### src/rtl/fetch_align_if.sv
// fetch_align_if: fetch-side word bus, redirect and aligned
// instruction output of the fetch aligner.
interface fetch_align_if;
  logic [31:0] FetchPC;
  logic        FetchValid;
  logic [31:0] FetchData;
  logic        FetchReady;
  logic        Flush;
  logic [31:0] FlushPC;
  logic [31:0] Instr;
  logic [31:0] InstrPC;
  logic        IsCompressed;
  logic        InstrValid;
  logic        InstrReady;

  modport master (
    input  FetchPC,
    input  FetchReady,
    input  Instr,
    input  InstrPC,
    input  IsCompressed,
    input  InstrValid,
    output FetchValid,
    output FetchData,
    output Flush,
    output FlushPC,
    output InstrReady
  );

  modport slave (
    output FetchPC,
    output FetchReady,
    output Instr,
    output InstrPC,
    output IsCompressed,
    output InstrValid,
    input  FetchValid,
    input  FetchData,
    input  Flush,
    input  FlushPC,
    input  InstrReady
  );
endinterface

### src/rtl/fetch_align.sv
// fetch_align: word fetch to instruction aligner; define RVC_EN
// to split 16-bit compressed encodings out of fetched words.
module fetch_align #(
  parameter logic [31:0] RESET_PC = 32'h0000_0000
) (
  input logic          clk,
  input logic          rst,
  fetch_align_if.slave bus
);
  logic [31:0] fetch_pc;
  logic        out_valid;
  logic [31:0] out_instr;
  logic [31:0] out_pc;
  logic        out_c;
  logic        out_free;
  logic        fetch_ready;
  logic        accept;
  logic        emit;
  logic [31:0] emit_instr;
  logic [31:0] emit_pc;
  logic        emit_c;

  assign out_free = !out_valid || bus.InstrReady;
  assign accept   = bus.FetchValid && fetch_ready;

`ifdef RVC_EN
  typedef enum logic {EMPTY, HALF} state_t;
  state_t      state;
  logic        skip_lo;
  logic [15:0] residue;
  logic [31:0] res_pc;
  logic        res_full;
  logic        unused;

  assign unused   = bus.FlushPC[0];
  // residue always sits in the upper half of the word just fetched
  assign res_pc   = fetch_pc - 32'd2;
  assign res_full = residue[1:0] == 2'b11;

  always_comb begin
    fetch_ready = 1'b0;
    emit        = 1'b0;
    emit_instr  = '0;
    emit_pc     = '0;
    emit_c      = 1'b0;
    if (!bus.Flush) begin
      unique case (state)
        EMPTY: begin
          fetch_ready = skip_lo || out_free;
          emit    = bus.FetchValid && out_free && !skip_lo;
          emit_pc = fetch_pc;
          if (bus.FetchData[1:0] == 2'b11) begin
            emit_instr = bus.FetchData;
          end else begin
            emit_instr = {16'h0, bus.FetchData[15:0]};
            emit_c     = 1'b1;
          end
        end
        HALF: begin
          emit_pc = res_pc;
          if (res_full) begin
            fetch_ready = out_free;
            emit        = bus.FetchValid && out_free;
            emit_instr  = {bus.FetchData[15:0], residue};
          end else begin
            emit       = out_free;
            emit_instr = {16'h0, residue};
            emit_c     = 1'b1;
          end
        end
      endcase
    end
  end

  always_ff @(posedge clk) begin
    if (rst) begin
      state   <= EMPTY;
      skip_lo <= 1'b0;
      residue <= '0;
    end else if (bus.Flush) begin
      state   <= EMPTY;
      skip_lo <= bus.FlushPC[1];
    end else if (accept) begin
      residue <= bus.FetchData[31:16];
      skip_lo <= 1'b0;
      if (state == EMPTY &&
          (skip_lo || bus.FetchData[1:0] != 2'b11))
        state <= HALF;
    end else if (state == HALF && !res_full && out_free) begin
      state <= EMPTY;
    end
  end
`else
  logic unused;

  assign unused = ^bus.FlushPC[1:0];

  always_comb begin
    fetch_ready = !bus.Flush && out_free;
    emit        = !bus.Flush && out_free && bus.FetchValid;
    emit_instr  = bus.FetchData;
    emit_pc     = fetch_pc;
    emit_c      = 1'b0;
  end
`endif

  always_ff @(posedge clk) begin
    if (rst) begin
      fetch_pc  <= RESET_PC;
      out_valid <= 1'b0;
      out_instr <= '0;
      out_pc    <= '0;
      out_c     <= 1'b0;
    end else if (bus.Flush) begin
      fetch_pc  <= {bus.FlushPC[31:2], 2'b00};
      out_valid <= 1'b0;
    end else begin
      if (accept)
        fetch_pc <= fetch_pc + 32'd4;
      if (emit) begin
        out_valid <= 1'b1;
        out_instr <= emit_instr;
        out_pc    <= emit_pc;
        out_c     <= emit_c;
      end else if (bus.InstrReady) begin
        out_valid <= 1'b0;
      end
    end
  end

  assign bus.FetchPC      = fetch_pc;
  assign bus.FetchReady   = fetch_ready;
  assign bus.Instr        = out_instr;
  assign bus.InstrPC      = out_pc;
  assign bus.IsCompressed = out_c;
  assign bus.InstrValid   = out_valid;
endmodule
### src/flat_wrapper.sv
// flat-port wrapper written by rule: the top's interface ports become plain ports
module fetch_align_flat 
#(
  parameter logic [31:0] RESET_PC = 32'h0000_0000
)
  (clk, rst, bus_FetchPC, bus_FetchReady, bus_Instr, bus_InstrPC, bus_IsCompressed, bus_InstrValid, bus_FetchValid, bus_FetchData, bus_Flush, bus_FlushPC, bus_InstrReady);
  fetch_align_if bus_i ();
  input logic clk;
  input logic rst;
  output wire logic [$bits(bus_i.FetchPC)-1:0] bus_FetchPC;
  output wire logic [$bits(bus_i.FetchReady)-1:0] bus_FetchReady;
  output wire logic [$bits(bus_i.Instr)-1:0] bus_Instr;
  output wire logic [$bits(bus_i.InstrPC)-1:0] bus_InstrPC;
  output wire logic [$bits(bus_i.IsCompressed)-1:0] bus_IsCompressed;
  output wire logic [$bits(bus_i.InstrValid)-1:0] bus_InstrValid;
  input wire logic [$bits(bus_i.FetchValid)-1:0] bus_FetchValid;
  input wire logic [$bits(bus_i.FetchData)-1:0] bus_FetchData;
  input wire logic [$bits(bus_i.Flush)-1:0] bus_Flush;
  input wire logic [$bits(bus_i.FlushPC)-1:0] bus_FlushPC;
  input wire logic [$bits(bus_i.InstrReady)-1:0] bus_InstrReady;
  assign bus_FetchPC = bus_i.FetchPC;
  assign bus_FetchReady = bus_i.FetchReady;
  assign bus_Instr = bus_i.Instr;
  assign bus_InstrPC = bus_i.InstrPC;
  assign bus_IsCompressed = bus_i.IsCompressed;
  assign bus_InstrValid = bus_i.InstrValid;
  assign bus_i.FetchValid = bus_FetchValid;
  assign bus_i.FetchData = bus_FetchData;
  assign bus_i.Flush = bus_Flush;
  assign bus_i.FlushPC = bus_FlushPC;
  assign bus_i.InstrReady = bus_InstrReady;
  fetch_align #(.RESET_PC(RESET_PC)) u_core (.clk(clk), .rst(rst), .bus(bus_i));
endmodule
### config.mk
export PLATFORM = sky130hd
export DESIGN_NAME = fetch_align_flat
export DESIGN_NICKNAME = d
export VERILOG_FILES = /design/src/rtl/fetch_align_if.sv /design/src/rtl/fetch_align.sv /design/src/flat_wrapper.sv
export SDC_FILE = /design/constraint.sdc
export NUM_CORES = 1
export LEC_CHECK = 0
export BUFFER_PORTS_ARGS = -buffer_cell sky130_fd_sc_hd__buf_2
export CAP_MARGIN = 10
export CELL_PAD_IN_SITES_DETAIL_PLACEMENT = 1
export CELL_PAD_IN_SITES_GLOBAL_PLACEMENT = 1
export CORE_MARGIN = 10
export CORE_UTILIZATION = 38
export CTS_BUF_LIST = sky130_fd_sc_hd__clkbuf_8
export DETAILED_ROUTE_END_ITERATION = 8
export PLACE_DENSITY_LB_ADDON = 0.08
export SETUP_SLACK_MARGIN = 0.02
export SYNTH_ARGS = -nofsm -noshare
export SYNTH_HDL_FRONTEND = slang
export SYNTH_SLANG_ARGS = --single-unit
export TNS_END_PERCENT = 100
### constraint.sdc
create_clock -name clk -period 2.7 [get_ports clk]
set_input_delay 0.27 -clock clk [delete_from_list [all_inputs] [get_ports clk]]
set_output_delay 0.27 -clock clk [all_outputs]
set_load 0.1 [all_outputs]
==> results of run 1 <==
## flip-flops by register name (all words and copies together) (netlist names)
name	flops
u_core.bus.InstrPC	30
u_core.bus.Instr	32
u_core.bus.FetchPC	30
u_core.bus.InstrValid	1
## report_power, final
group	switching [W]	total, W	internal [W]
clock network	0.000492	0.000869	0.000378
registers	0.0000727	0.00151	0.00144
logic	0.000707	0.000858	0.000152
## cells in the final DEF (no fill, tap or decap), types with 7 or more instances in the layout
cell and n:
a211oi_1 8, a21oi_1 62, a311oi_1 8, a31oi_1 10
buf_2 159, buf_4 8, clkbuf_8 11, dfxtp_1 93
nand2_1 151, nand3_1 13, nand4_1 13, nor2_1 20
o311ai_0 8, o31ai_1 7, or4_1 12
## cells by family (layout without fill, tap and decap cells)
family / after synthesis / in the layout
DFF: 93 / 93
and+or+nand+nor: 259 / 259
AOI/OAI and AO/OA: 117 / 117
xor gates and xnor gates: 7 / 7
other: 1 / 5
adders and majority gates: 1 / 1
buffers and inverters: 51 / 189
## cell usage after synthesis (8+ instances only)
master / count
nand4_1: 13
or4_1: 12
dfxtp_1: 93
nor2_1: 21
a211oi_1: 8
a31oi_1: 10
o311ai_0: 8
nand3_1: 14
buf_2: 8
a311oi_1: 8
a21oi_1: 62
clkbuf_1: 21
nand2_1: 151
## critical path, delay by kind of cell (launching register included)
kind,cells,cell delay [ns]
adder cells (fa/ha/maj),1,0.34
AO/OA/AOI/OAI,2,0.88
AND/OR/NAND/NOR,1,0.44
flip-flops,1,0.50
## cell type report
type / instances / area share [%]
Multi-Input combinational cell: 389 / 39.9
Sequential cell: 93 / 35.8
Inverter: 4 / 0.289
Timing Repair Buffer: 169 / 17.2
Clock inverter: 5 / 0.505
Tap cell: 140 / 3.37
Clock buffer: 11 / 2.91
## worst max path at each step
| stage | startpoint | end | slack, ns |
|---|---|---|---|
| 6_report | u_core.bus.FetchPC[2] | u_core.bus.FetchPC[22] | 0.40 |
| 3_3_place_gp | u_core.bus.FetchPC[2] | u_core.bus.FetchPC[22] | 0.59 |
| 4_1_cts | u_core.bus.FetchPC[2] | u_core.bus.FetchPC[22] | 0.46 |
| 2_1_floorplan | u_core.bus.InstrValid | bus_FetchReady | 0.11 |
| 5_1_grt | u_core.bus.FetchPC[2] | u_core.bus.FetchPC[22] | 0.30 |
| 3_5_place_dp | u_core.bus.FetchPC[9] | u_core.bus.FetchPC[22] | 0.50 |
## metal layers
layer | vias to the layer above | track usage [%]
met3 | 13 | 6.21
li1 | 2143 | -
met4 | 0 | 6.17
met1 | 2120 | 21.9
met5 | - | 0
met2 | 125 | 31.1
## stage by stage
step / setup WS, ns / std cells / util (%)
after floorplan: 0.110 / 533 / -
after global routing: 0.296 / 811 / 48.2
after detailed placement: 0.498 / 795 / 46.5
after CTS: 0.456 / 811 / 48.2
after global placement: 0.586 / 795 / 46.5
final: 0.402 / 811 / 48.2
==> metrics.txt, run 1 <==
n_diodes 0; Placer Congestion 0.797; multi-input logic area 2070 um^2; Final Setup Violations 0; max-capacitance violation count 0; Static Leak 2.17 nW; simple-gate portion of the synthesized area between 20% and 30%; critical path data required time 2.94 ns; WHS Endpoint u_core.bus.Instr[21]; main combinational cell family by area after synthesis simple AND/OR/NAND/NOR gates; Vias 4401; Tot GR Track Use 18.6%; CP startpoint kind register; metal2 WL 7240 um; area of the die 15600 um^2; Slowest Stage Delay on Critical Path 0.53 ns; status finished clean; post-synthesis compound-gate area fraction ~18%; Critical Path End Type register; DRT antenna net count 0; Skew-Pair Late Insertion Delay 0.37 ns; Metal-1 WL 6420 um; Fin. Hold Viols 0; asr flop ratio synth 0%; period utilisation layout between 80% and 90%; vias in the first global route between 4000 and 5000; Tmin final 2.30 ns; core box area 10800 um^2; HP Start bus_FetchData[21]; hold slack 0.129 ns; CTS buffer count 9; worst-margin pin slew approximately 0.75 ns; post-route cell area approximately 5200 um^2; Total Neg Setup Slack 0 ns; postcts setup bufs 0; Slew Viols, Final 0; reg2reg path depth 4; drt via density 5.43; final WL 15000 um; post-synthesis cell area 4190 um^2; post-synthesis mux area share 0%; PortBufs between 150 and 200; hold depth 3; CTS Buffer Depth 2; DRC Markers 0; Hold Crit Class input port to register; first-pass GRT wire length 24200 um; antenna violations before repair 0; Cell variety after synth 47; Resized cells post-CTS 0; max_slew headroom roughly half; Worst-path clk slew 0.09 ns; WS Path Type register to register; #FFs+latches synth 93; unrepaired setup endpoints after global routing no; crit-path cells ha_1 -> nand3_1 -> o41a_1 -> a2111oi_0; Final #Nets 736; Detailed Routing Iterations Pass 1 4; area leader, netlist dfxtp_1; post-synth top area share 44.5%; Critical Path Fanout Max 14; reg2reg setup slack 0.40 ns; Area growth syn-to-layout 24.2%; Post-CTS Hold Buffers 0; die span in y 125 um; fmax 0.435 GHz; Post-Syn Area per Cell 7.92 um^2; Worst R2R Start u_core.bus.FetchPC[2]; H-tree depth 3; sequential fraction of the synthesis area 44.5%; clock sink total 93; data arrival time of the worst path 2.54 ns; num ports approximately 170; top post-synthesis cells by area dfxtp_1 (44%), nand2_1 (14%), a21oi_1 (7.4%); reg-to-reg endpoint u_core.bus.FetchPC[22]; FF+latch area ~1900 um^2; total power ~0.0032 W; row cnt 38; Starting Density 38.8%; die width 125 um; pin count of the biggest net entering global routing 68; clock root buffer clkbuf_8; Worst VDD drop 0.285 mV; Synth Warn # 0; Main synth FF type dfxtp_1; layout cells sized above 1 28.9%; fill count 1408; metal3 WL 1140 um; detailed-placement wirelength estimate 11000 um; skew final 0.00940 ns; Syn Inst Count 529; post-synthesis adder-cell area fraction 0.299%; Worst path slowest cell o41a_1; routed len/inst 18.5 um; Post-synth EDFFs 0; Area after DPL 5020 um^2; Power Dens Cells 623 nW/um^2; XOR/XNOR Fraction of Synth Area 1.46%; GRT overflow 0; DR iter-0 viols 222; CTS tree built; highest routed layer met4
Note: power is estimated with default switching activity, not from simulation.
==> run 2, diff against run 1 <==
--- a/config.mk
+++ b/config.mk
@@ -10,7 +10,7 @@
 export CELL_PAD_IN_SITES_DETAIL_PLACEMENT = 1
 export CELL_PAD_IN_SITES_GLOBAL_PLACEMENT = 1
 export CORE_MARGIN = 10
-export CORE_UTILIZATION = 38
+export CORE_UTILIZATION = 35
 export CTS_BUF_LIST = sky130_fd_sc_hd__clkbuf_8
 export DETAILED_ROUTE_END_ITERATION = 8
 export PLACE_DENSITY_LB_ADDON = 0.08
==> constraint.sdc (replaced) <==
create_clock -name clk -period 2.6 [get_ports clk]
set_input_delay 0.26 -clock clk [delete_from_list [all_inputs] [get_ports clk]]
set_output_delay 0.26 -clock clk [all_outputs]
set_load 0.1 [all_outputs]
==> metrics.txt, run 2 (synthesized netlist as in run 1, its figures left out) <==
Final #Nets 741 (+0.68%); drt via density 5.36 (-1.3%); vias in the first global route 4570 (-1.0%); postcts setup bufs 0 (unchanged); total power 0.00340 W (+5.0%); commonest non-fill, non-tap cell in the layout buf_2; n_diodes 0 (unchanged); skew final 0.00559 ns (-0.00380 ns); net switching power 0.00132 W (+3.8%); Slew Viols, Final 0 (unchanged); CTS buffer count 9 (unchanged); Placer Congestion 0.805 (+0.97%); PortBufs 160 (unchanged); die span in y 129 um (+3.5%); max-capacitance violation count 0 (unchanged); Largest register FFs 32 (unchanged); row cnt 39 (+2.6%); H-tree depth 3 (unchanged); Critical Path Fanout Max 14 (unchanged); Worst VDD drop 0.333 mV (+17%); clock root buffer clkbuf_8; Detailed Routing Iterations Pass 1 4 (unchanged); status finished clean; Area growth syn-to-layout 24.6%; critical path data required time 2.84 ns (-0.10 ns); clock sink total 93 (unchanged); Worst-path clk slew 0.09 ns (about the same); hold slack 0.115 ns (-0.0143 ns); Power Dens Cells 651 nW/um^2 (+4.6%); Final Setup Violations 0 (unchanged); Comb power frac 26.3% (-0.2 points); Int Pwr 0.00208 W (+5.8%); Fin. Hold Viols 0 (unchanged); num ports 168 (unchanged); layout cells sized above 1 29.4% (+0.46 points); share of total power in the clock network 27.7% (+0.9 points); die width 129 um (+3.5%); fill count 1492 (+6.0%); most frequent cells in the layout buf_2 (159), nand2_1 (151), dfxtp_1 (93), a21oi_1 (62), nor2_1 (19); detailed-placement wirelength estimate 11400 um (+3.9%); Tmin final 2.19 ns (-0.112 ns); worst-margin pin slew 0.823 ns (+0.0679 ns); final WL 15200 um (+1.8%); antenna violations before repair 0 (unchanged); core box area 11600 um^2 (+7.2%); GRT overflow 0 (unchanged); max_slew headroom 45.0% (-4.5 points); Resized cells post-CTS 0 (unchanged); WS Path Type register to register; Sw Ratio 38.8% (-0.47 points); Skew-Pair Late Insertion Delay 0.37 ns (about the same); Starting Density 36.2% (-2.6 points); CP startpoint kind register; reg2reg setup slack 0.41 ns (about the same); first-pass GRT wire length 24200 um (-0.28%); Area after DPL 5040 um^2 (+0.37%); Static Leak 2.19 nW (+0.71%); period utilisation layout 84.1% (-1.0 points); area of the die 16700 um^2 (+7.2%); Hold Crit Class input port to register; Seq pwr share 46.0% (-0.6 points); data arrival time of the worst path 2.43 ns (-0.11 ns); Tot GR Track Use 18.0% (-0.54 points); CTS Buffer Depth 2 (unchanged); DRT antenna net count 0 (unchanged); DR iter-0 viols 190 (-14%); unrepaired setup endpoints after global routing no; Post-CTS Hold Buffers 0 (unchanged); CTS tree built; fmax 0.457 GHz (+5.1%); routed len/inst 18.6 um (+1.0%); Total Neg Setup Slack 0 ns (unchanged); Critical Path End Type register; post-route cell area 5220 um^2 (+0.39%); pin count of the biggest net entering global routing 63 (-7.4%); final core occ 45.1% (-3.0 points); Vias 4378 (-0.52%); DRC Markers 0 (unchanged)
-- run 2: changes by cell type in the layout (fill, tap and decap cells not counted) --
| cell | before | now |
|---|---|---|
| nor2_1 | 20 | 19 |
| clkinv_4 | 0 | 1 |
| bufinv_16 | 0 | 1 |
| nor2_2 | 0 | 1 |
| buf_4 | 8 | 15 |
| clkbuf_8 | 11 | 9 |
| clkinv_2 | 3 | 1 |
| buf_12 | 2 | 0 |
-- run 2: per-stage QoR --
stage / cells / worst slack [ns]
floorplan: 533 / 0.0442
global placement: 803 / 0.563
detailed placement: 803 / 0.452
CTS: 817 / 0.423
global route: 817 / 0.0868
finish: 817 / 0.414
-- run 2: final timing paths --
path,startpoint,endpoint,depth (start not counted)
setup / recovery,u_core.bus.FetchPC[5],u_core.bus.FetchPC[22],4
hold / removal,bus_FetchData[4],u_core.bus.Instr[4],3
setup reg to reg,u_core.bus.FetchPC[5],u_core.bus.FetchPC[22],4
hold reg to reg,u_core.bus.InstrPC[6],u_core.bus.InstrPC[6],2
-- run 2: cell type report --
cell class | instances | area, um^2 | area share (%)
timing repair buffer | 174 | 908 | 17.4
inverter | 4 | 15.0 | 0.288
tap | 143 | 179 | 3.43
clock buffer | 9 | 124 | 2.37
multi-input combinational | 389 | 2080 | 39.8
clock inverter | 5 | 55.1 | 1.05
sequential | 93 | 1860 | 35.7
-- run 2: power by group through the flow --
stage | sequential, W | combinational [W] | clock, W
floorplan | 0.00208 | 0.000229 | 0
global placement | 0.00159 | 0.000893 | 0
detailed placement | 0.00160 | 0.000903 | 0
CTS | 0.00156 | 0.000904 | 0.000976
global route | 0.00158 | 0.000944 | 0.00103
finish | 0.00156 | 0.000895 | 0.000940
-- run 2: layer usage --
metal  track usage [%]  wire [um]
met3              5.75       1210
met4              6.76        273
met2              30.3       7390
met5                 0          0
met1              21.0       6360
-- run 2: worst max-delay path: stages, from the launching register on --
cell and delay [ns]:
dfxtp_1 0.46, and4_2 0.32, nand3_1 0.39, o41a_1 0.51
a2111oi_0 0.37
==> run 3, diff against run 2 <==
--- a/config.mk
+++ b/config.mk
@@ -5,12 +5,13 @@
 export SDC_FILE = /design/constraint.sdc
 export NUM_CORES = 1
 export LEC_CHECK = 0
+export ABC_AREA = 1
 export BUFFER_PORTS_ARGS = -buffer_cell sky130_fd_sc_hd__buf_2
 export CAP_MARGIN = 10
 export CELL_PAD_IN_SITES_DETAIL_PLACEMENT = 1
 export CELL_PAD_IN_SITES_GLOBAL_PLACEMENT = 1
 export CORE_MARGIN = 10
-export CORE_UTILIZATION = 35
+export CORE_UTILIZATION = 31
 export CTS_BUF_LIST = sky130_fd_sc_hd__clkbuf_8
 export DETAILED_ROUTE_END_ITERATION = 8
 export PLACE_DENSITY_LB_ADDON = 0.08
==> constraint.sdc (replaced) <==
create_clock -name clk -period 2 [get_ports clk]
set_input_delay 0.2 -clock clk [delete_from_list [all_inputs] [get_ports clk]]
set_output_delay 0.2 -clock clk [all_outputs]
set_load 0.1 [all_outputs]
==> metrics.txt, run 3 <==
status finished clean; DR iter-0 viols 146 (-23%); H-tree depth 3 (unchanged); data arrival time of the worst path 2.01 ns (-0.42 ns); first-pass GRT wire length 26100 um (+7.9%); Worst path slowest cell dfxtp_2; share of total power in the clock network 27.6% (about the same); routed len/inst 16.8 um (-9.8%); postcts setup bufs 0 (unchanged); num ports 168 (unchanged); Slew Viols, Final 0 (unchanged); reg2reg setup slack 0.30 ns (-0.11 ns); Hold Crit Class input port to register; Skew-Pair Late Insertion Delay 0.38 ns (about the same); max_slew headroom 65.8% (+21 points); CTS Buffer Depth 2 (unchanged); Sw Ratio 39.6% (+0.77 points); #FFs+latches synth 93 (unchanged); Post-Syn Area per Cell 7.05 um^2 (-11%); CP Buf/Inv Count 2 (+2); area of the die 19300 um^2 (+15%); Starting Density 31.6% (-4.6 points); asr flop ratio synth 0% (unchanged); Setup crit end u_core.bus.FetchPC[14]; Post-CTS Hold Buffers 0 (unchanged); CTS tree built; core box area 13900 um^2 (+20%); post-synth top area share 42.4% (-2.1 points); Final #Nets 844 (+14%); most frequent cells in the layout nand2_1 (193), buf_2 (160), dfxtp_1 (79), a21oi_1 (73), nor2_1 (59); Post-synth EDFFs 0 (unchanged); commonest non-fill, non-tap cell in the layout nand2_1; layout cells sized above 1 28.5% (-0.88 points); Worst R2R Start u_core.bus.InstrValid; clock sink total 93 (unchanged); CP startpoint kind register; most frequent cell after synthesis nand2_1; DRT antenna net count 0 (unchanged); number of cells on the critical path 8 (+4); Vias 4629 (+5.7%); clock root buffer clkbuf_8; Total Neg Setup Slack 0 ns (unchanged); Detailed Routing Iterations Pass 1 4 (unchanged); Final Setup Violations 0 (unchanged); PortBufs 160 (unchanged); Cell variety after synth 37 (-21%); Worst VDD drop 0.340 mV (+2.2%); row cnt 43 (+10%); pin count of the biggest net entering global routing 39 (-38%); Static Leak 2.64 nW (+21%); Worst-path clk slew 0.10 ns (about the same); Power Dens Cells 801 nW/um^2 (+23%); top cells by count, synth nand2_1 (193), dfxtp_1 (93), a21oi_1 (73); sequential fraction of the synthesis area 42.4% (-2.1 points); antenna violations before repair 0 (unchanged); net switching power 0.00176 W (+33%); CP top delay family simple AND/OR/NAND/NOR gates; max-capacitance violation count 0 (unchanged); fill count 1823 (+22%); CTS buffer count 9 (unchanged); FF+latch area 1880 um^2 (+0.94%); crit-path cells nand2_2 -> nand3_4 -> inv_2 -> buf_12 -> nand2_1 -> o21ai_0 -> nor2_1 -> nor2_1; Synth Warn # 0 (unchanged); worst-margin pin slew 0.516 ns (-0.306 ns); post-synthesis cell area 4390 um^2 (+4.9%); Tmin final 1.70 ns (-0.491 ns); drt via density 4.83 (-9.9%); die width 139 um (+7.5%); n_diodes 0 (unchanged); Largest register FFs 32 (unchanged); final WL 16100 um (+5.9%); Comb power frac 26.7% (+0.4 points); Fin. Hold Viols 0 (unchanged); final core occ 39.9% (-5.2 points); reg2reg path depth 8 (+4); Main synth FF type dfxtp_1; Area growth syn-to-layout 26.2%; Syn Inst Count 623 (+18%); critical path data required time 2.31 ns (-0.53 ns); detailed-placement wirelength estimate 12200 um (+7.2%); reg-to-reg endpoint u_core.bus.FetchPC[14]; fmax 0.590 GHz (+29%); Int Pwr 0.00268 W (+29%); multi-input logic area 2120 um^2 (+2.1%); WS Path Type register to register; crit path from u_core.bus.InstrValid; Tot GR Track Use 16.3% (-1.7 points); GRT overflow 0 (unchanged); die span in y 139 um (+7.5%); Resized cells post-CTS 0 (unchanged); CP dominant cell by count nor2_1; vias in the first global route 4883 (+6.8%); Seq pwr share 45.7% (-0.3 points); period utilisation layout 84.8% (+0.68 points); unrepaired setup endpoints after global routing no; area leader, netlist dfxtp_1; top post-synthesis cells by area dfxtp_1 (42%), nand2_1 (16%), a21oi_1 (8.3%); Critical Path End Type register; skew final 0.00874 ns (+0.00315 ns); Placer Congestion 0.778 (-3.4%); DRC Markers 0 (unchanged); Critical Path Fanout Max 38 (+24); Slowest Stage Delay on Critical Path 0.34 ns (-0.17 ns)
-- run 3: routing by layer --
layer  track usage, %  part of all wire (%)
met1             19.2                    43
met2             27.7                    51
met3             4.79                   5.6
met4             5.22                  0.65
met5                0                     0
-- run 3: cell families after synthesis --
kind of cell / after synthesis / share of synthesized area, %
AO/OA/AOI/OAI: 120 / 16.0
XOR/XNOR: 5 / 0.997
adder cells (fa/ha/maj): 1 / 0.285
buffers and inverters: 93 / 9.74
flip-flops: 93 / 42.4
other: 1 / 0.0854
AND/OR/NAND/NOR: 310 / 30.5
-- run 3: stage by stage --
stage / power, W / instances / area, um^2 / hold WS (ns) / setup slack [ns]
floorplan: 0.00301 / 627 / 4430 / 0.344 / 0.0312
global placement: 0.00325 / 943 / 5360 / 0.438 / 0.388
detailed placement: 0.00327 / 943 / 5360 / 0.452 / 0.339
CTS: 0.00452 / 959 / 5540 / 0.0332 / 0.303
global route: 0.00467 / 959 / 5540 / 0.0408 / 0.156
finish: 0.00444 / 959 / 5540 / 0.0558 / 0.305
-- run 3: worst min-delay path by stage --
stage | from | to | slack [ns] | cells past startpoint
6_report | rst | u_core.bus.FetchPC[13] | 0.06 | 2
3_5_place_dp | rst | u_core.bus.FetchPC[13] | 0.45 | 2
2_1_floorplan | bus_FetchData[13] | u_core.bus.Instr[13] | 0.34 | 2
4_1_cts | rst | u_core.bus.FetchPC[13] | 0.03 | 2
5_1_grt | rst | u_core.bus.FetchPC[13] | 0.04 | 2
3_3_place_gp | rst | u_core.bus.FetchPC[13] | 0.44 | 2
-- run 3: layout make-up --
class	instances	share of cell area, %
Multi-Input combinational cell	441	38.3
Inverter	56	3.79
Clock buffer	11	2.73
Clock inverter	5	0.609
Sequential cell	93	33.9
Timing Repair Buffer	173	16.7
Tap cell	180	4.06
-- run 3: power groups by stage --
stage	registers (W)	clock network, W	logic, W
3_5_place_dp	0.00207	0	0.00120
4_1_cts	0.00203	0.00129	0.00120
5_1_grt	0.00205	0.00137	0.00125
6_report	0.00203	0.00123	0.00118
2_1_floorplan	0.00268	0	0.000322
3_3_place_gp	0.00207	0	0.00118
